## src/rtl/speck_pkg.sv

```systemverilog
// Shared SPECK128/128 constants, schedule state type and rotation helpers.
// The round-encrypt stage imports the same rotation functions.
package speck_pkg;

  localparam int WORD   = 64;
  localparam int ROUNDS = 32;
  localparam int IDX_W  = $clog2(ROUNDS);
  localparam int ALPHA  = 8;
  localparam int BETA   = 3;

  typedef enum logic [1:0] {
    IDLE   = 2'd0,
    EXPAND = 2'd1,
    READY  = 2'd2
  } sched_state_e;

  // n == 0 is safe: the complementary shift by WORD yields zero.
  function automatic logic [WORD-1:0] ror(input logic [WORD-1:0] x, input int unsigned n);
    ror = (x >> n) | (x << (WORD - n));
  endfunction

  function automatic logic [WORD-1:0] rol(input logic [WORD-1:0] x, input int unsigned n);
    rol = (x << n) | (x >> (WORD - n));
  endfunction

endpackage

```

## src/rtl/speck_key_step.sv

```systemverilog
// One SPECK128 key-schedule step: (k, l, i) -> (k', l'), purely combinational.
module speck_key_step
  import speck_pkg::*;
(
  input  logic [WORD-1:0]  k,
  input  logic [WORD-1:0]  l,
  input  logic [IDX_W-1:0] i,
  output logic [WORD-1:0]  k_next,
  output logic [WORD-1:0]  l_next
);

  // The 64-bit add wraps; the carry out is intentionally dropped.
  assign l_next = (k + ror(l, ALPHA)) ^ WORD'(i);
  assign k_next = rol(k, BETA) ^ l_next;

endmodule

```

## src/rtl/speck_key_schedule.sv

```systemverilog
// Expands a 128-bit SPECK key into ROUNDS subkeys held in a flop register file,
// one subkey per cycle, with a registered read port usable in every state.
module speck_key_schedule #(
  parameter int ROUNDS = speck_pkg::ROUNDS,
  parameter int WORD   = speck_pkg::WORD,
  parameter int IDX_W  = speck_pkg::IDX_W
) (
  input  logic              clk,
  input  logic              rst_n,
  input  logic              key_valid,
  output logic              key_ready,
  input  logic [2*WORD-1:0] key,
  output logic              busy,
  output logic              sched_valid,
  output logic              done,
  input  logic              rd_en,
  input  logic [IDX_W-1:0]  rd_idx,
  output logic [WORD-1:0]   rd_subkey,
  output logic              rd_valid,
  output logic              rd_miss,
  output logic [1:0]        fsm_state
);

  import speck_pkg::*;

  localparam int CNT_W = IDX_W + 1;

  sched_state_e state_q, state_d;

  logic [WORD-1:0]  k_q, l_q;
  logic [IDX_W-1:0] i_q;
  logic [CNT_W-1:0] wr_cnt_q;
  logic [WORD-1:0]  k_next, l_next;

  logic             accept, step, last_step;
  logic             sk_we;
  logic [IDX_W-1:0] sk_widx;
  logic [WORD-1:0]  sk_wdata;

  logic [WORD-1:0]  sk [ROUNDS];

  speck_key_step u_step (
    .k      (k_q),
    .l      (l_q),
    .i      (i_q),
    .k_next (k_next),
    .l_next (l_next)
  );

  // Key handshake: a key transfers on any rising edge where key_valid && key_ready;
  // key_ready depends only on state (low in EXPAND), so the source holds key stable
  // until it sees key_ready high.
  always_ff @(posedge clk or negedge rst_n) begin
    if (!rst_n) state_q <= IDLE;
    else        state_q <= state_d;
  end

  always_comb begin
    state_d   = state_q;
    accept    = 1'b0;
    step      = 1'b0;
    last_step = 1'b0;
    case (state_q)
      IDLE, READY: begin
        if (key_valid) begin
          accept  = 1'b1;
          state_d = EXPAND;
        end
      end
      EXPAND: begin
        step = 1'b1;
        if (i_q == IDX_W'(ROUNDS - 2)) begin
          last_step = 1'b1;
          state_d   = READY;
        end
      end
      default: state_d = IDLE;
    endcase
  end

  assign key_ready = (state_q != EXPAND);
  assign busy      = (state_q == EXPAND);
  assign fsm_state = state_q;

  // Accept writes k0 into slot 0; each expansion step writes the slot after i.
  always_comb begin
    sk_we    = accept | step;
    sk_widx  = accept ? '0 : i_q + IDX_W'(1);
    sk_wdata = accept ? key[WORD-1:0] : k_next;
  end

  always_ff @(posedge clk) begin
    if (sk_we) sk[sk_widx] <= sk_wdata;
  end

  always_ff @(posedge clk or negedge rst_n) begin
    if (!rst_n) begin
      k_q         <= '0;
      l_q         <= '0;
      i_q         <= '0;
      wr_cnt_q    <= '0;
      sched_valid <= 1'b0;
      done        <= 1'b0;
      rd_valid    <= 1'b0;
      rd_miss     <= 1'b0;
      rd_subkey   <= '0;
    end else begin
      done <= last_step;
      if (accept) begin
        k_q         <= key[WORD-1:0];
        l_q         <= key[2*WORD-1:WORD];
        i_q         <= '0;
        wr_cnt_q    <= CNT_W'(1);
        sched_valid <= 1'b0;
      end else if (step) begin
        k_q      <= k_next;
        l_q      <= l_next;
        i_q      <= i_q + IDX_W'(1);
        wr_cnt_q <= wr_cnt_q + CNT_W'(1);
        if (last_step) sched_valid <= 1'b1;
      end
      // Reads see the pre-edge file and count, so a same-slot write is not visible yet.
      rd_valid <= rd_en;
      rd_miss  <= rd_en && ({1'b0, rd_idx} >= wr_cnt_q);
      if (rd_en) rd_subkey <= sk[rd_idx];
    end
  end

endmodule

```

## config.mk

```make
export PLATFORM = sky130hd
export DESIGN_NAME = speck_key_schedule
export DESIGN_NICKNAME = d
export VERILOG_FILES = /design/src/rtl/speck_pkg.sv /design/src/rtl/speck_key_step.sv /design/src/rtl/speck_key_schedule.sv
export SDC_FILE = /design/constraint.sdc
export NUM_CORES = 2
export LEC_CHECK = 0
export CORE_MARGIN = 2
export CORE_UTILIZATION = 35
export DETAILED_ROUTE_END_ITERATION = 8
export HOLD_SLACK_MARGIN = 0.02
export PLACE_DENSITY_LB_ADDON = 0.15
export SYNTH_ARGS = -nofsm -noshare
export SYNTH_HDL_FRONTEND = slang
export SYNTH_SLANG_ARGS = --single-unit
```

## constraint.sdc

```tcl
create_clock -name clk -period 6.5 [get_ports clk]
set_clock_uncertainty 0.05 [all_clocks]
set_input_delay 1.3 -clock clk [delete_from_list [all_inputs] [get_ports clk]]
set_output_delay 1.3 -clock clk [all_outputs]
set_load 0.01 [all_outputs]
```

==> flow_summary.toml <==
[route]
firstDrtPassIters = 5
drt-total-wl_um = 259400
first_iter_violations = 4831
via_per_inst = 5.459
ant_nets = 0
vias = 46690
wl_per_cell_um = 30.32
drc = 0

[place]
dp_hpwl_um = 151600
dp.cells = 8105
gp_congestion = 0.8626
io_buffer_count = 208
dpl_cell_area_um2 = 98910

[floorplanning]
start_util = 0.3512
die-area_um2 = 264000
rows = 187
io_pins = 209
dieWidth_um = 513.8
core_um2 = 259000
fp.dieH_um = 513.8

[setup_path]
worstPathRequired_ns = 6.79
worstSetupPathType = "flop to flop"
start_kind = "flop"
cp.arrival_ns = 5.00
endpoint_kind = "flop"
critPathSlowestCell = "nand2_1"
max_stage_delay_ns = 0.60
cp_max_fo = 32
path_cells = "ha_1, inv_1, fa_1, nor2b_1, o311a_1, o21a_1, a31oi_4, a2bb2oi_1, a2111o_1, a211oi_2, or3b_2, nand3_1, nand2_1"

[timing]
fmax_mhz = 212.6
max_slew_margin = 0.1509
period_share = 0.7236
rsz0062_at_grt = "no"
layout_min_cycle_time_ns = 4.703
fin_setup_tns_ns = 0
setup_viol = 0
worstMarginPinSlew_ns = 1.271
hold_viol = 0
drv_slew = 0

[clock_network]
tritoncts = "built"
cts_inserted_buffers = 231
cts_setup_buffers = 0
htree_levels = 4
clock_tree.buffer_depth = 3
root_buffer = "clkbuf_16"
clock_latency_ns = 0.89
ctsResizeCount = 0
cts_sinks = 2257
postCtsHoldBufs = 0
clk_pin_slew_ns = 0.06

[final_layout]
fillers = 22780
final_util = 0.4117
layout-drive-gt1-share = 0.2530
final_cells = 8553
final_cell_area_um2 = 106600
nets = 5145
area_growth_pct = 17.22

[grt]
grt_max_degree = 148
overflow = 0
grt_use_total = 0.1955
antenna_found_initial = 12
first_global_vias = 48420
grt_pass1_wl_um = 366600

[synthesis]
yosysSeqAreaShare = 0.7336
synth_cell_types = 75
synth_area_leaders = "edfxtp_1 68%, mux4_2 16%, dfrtp_1 5.7%"
syn_nets = 4770
yosysTopAreaCellShare = 0.6761
async_flop_share = 0.09260
ys.flop_type = "edfxtp_1"
yosysWarningCount = 0
syn_avg_cell_area_um2 = 19.94
synth_edf_count = 2048
syn_inst = 4561
synth_area_leader_cell = "edfxtp_1"
yosys-top-cells-count = "2048 x edfxtp_1, 640 x mux4_2, 223 x nand2_1"
syn_area_um2 = 90970
yosysMostFrequentCell = "edfxtp_1"
synth_seq_cells = 2257

[min_path]
hp-class = "primary input to async pin"

[run_status]
status = "complete, no violations"

[run]
drv_cap = 0
## per-layer routing
| metal | vias up | GRT usage | routed length (µm) |
|---|---|---|---|
| met5 | - | 0 | 25 |
| met3 | 270 | 0.02744 | 14160 |
| met2 | 1424 | 0.3048 | 121000 |
| li1 | 19550 | - | - |
| met4 | 4 | 0.04284 | 4560 |
| met1 | 25450 | 0.2913 | 119600 |
## critical path, delay by kind of cell (launching register included)
| family | cells | cell delay [ns] |
|---|---|---|
| flops | 1 | 0.40 |
| buf+inv | 1 | 0.08 |
| simple gates | 4 | 1.25 |
| compound gates | 6 | 1.91 |
| fa+ha+maj | 2 | 0.44 |
## area by class of cell
type                            instances  area [µm²]  share of cell area
Sequential cell                      2257       66730              0.6258
Clock inverter                        121        1265             0.01186
Inverter                               20       76.32           0.0007158
Timing Repair Buffer                  390        4254             0.03990
Tap cell                             3402        4257             0.03992
Antenna cell                            8       20.02           0.0001877
Multi-Input combinational cell       2036       23610              0.2214
Clock buffer                          319        6419             0.06020
## cells in the final DEF (no fill, tap or decap), types with 71 or more instances in the layout
cell type / n
a22oi_1: 84
ha_1: 71
clkbuf_16: 237
nand2_1: 223
mux4_2: 640
a21oi_1: 155
xnor2_1: 77
o21ai_0: 124
nor2_1: 184
clkdlybuf4s50_1: 201
edfxtp_1: 2048
dfrtp_1: 209
buf_4: 120
## metrics by stage
step | setup WS (ns) | hold slack, ns
finish | 1.797 | 0.3616
global route | 1.635 | 0.4040
floorplan | 1.124 | 0.3801
detailed placement | 1.607 | 0.3970
CTS | 1.727 | 0.3681
global placement | 1.626 | 0.3956
## final timing paths
check	cells past startpoint	end	from	slack, ns
worst max-delay path	13	sk[1][62]	k_q[0]	1.80
worst max register to register	13	sk[1][62]	k_q[0]	1.80
worst min-delay path	1	rd_subkey[35]	rst_n	0.36
max in group asynchronous	2	rd_subkey[2]	rst_n	4.82
min in group clk	1	rd_miss	wr_cnt_q[5]	0.41
worst min register to register	1	rd_miss	wr_cnt_q[5]	0.41
## state kept, by name (all words and copies together), names as in the netlist
signal and flops:
wr_cnt_q 6, fsm_state 2, rd_miss 1, k_q 64
l_q 64, sk 2048, done 1, sched_valid 1
rd_subkey 64, i_q 5, rd_valid 1
## cell families after synthesis
kind of cell,count (synthesis),synth area share
XOR/XNOR,134,0.01329
buffers and inverters,268,0.01234
multiplexers,728,0.1685
adder cells (fa/ha/maj),72,0.009986
AO/OA/AOI/OAI,538,0.03624
AND/OR/NAND/NOR,564,0.02612
flip-flops,2257,0.7336
Power is left out: the tool's default activity adds up to more than one toggle a clock period on the data nets, which glitch-free logic cannot reach.
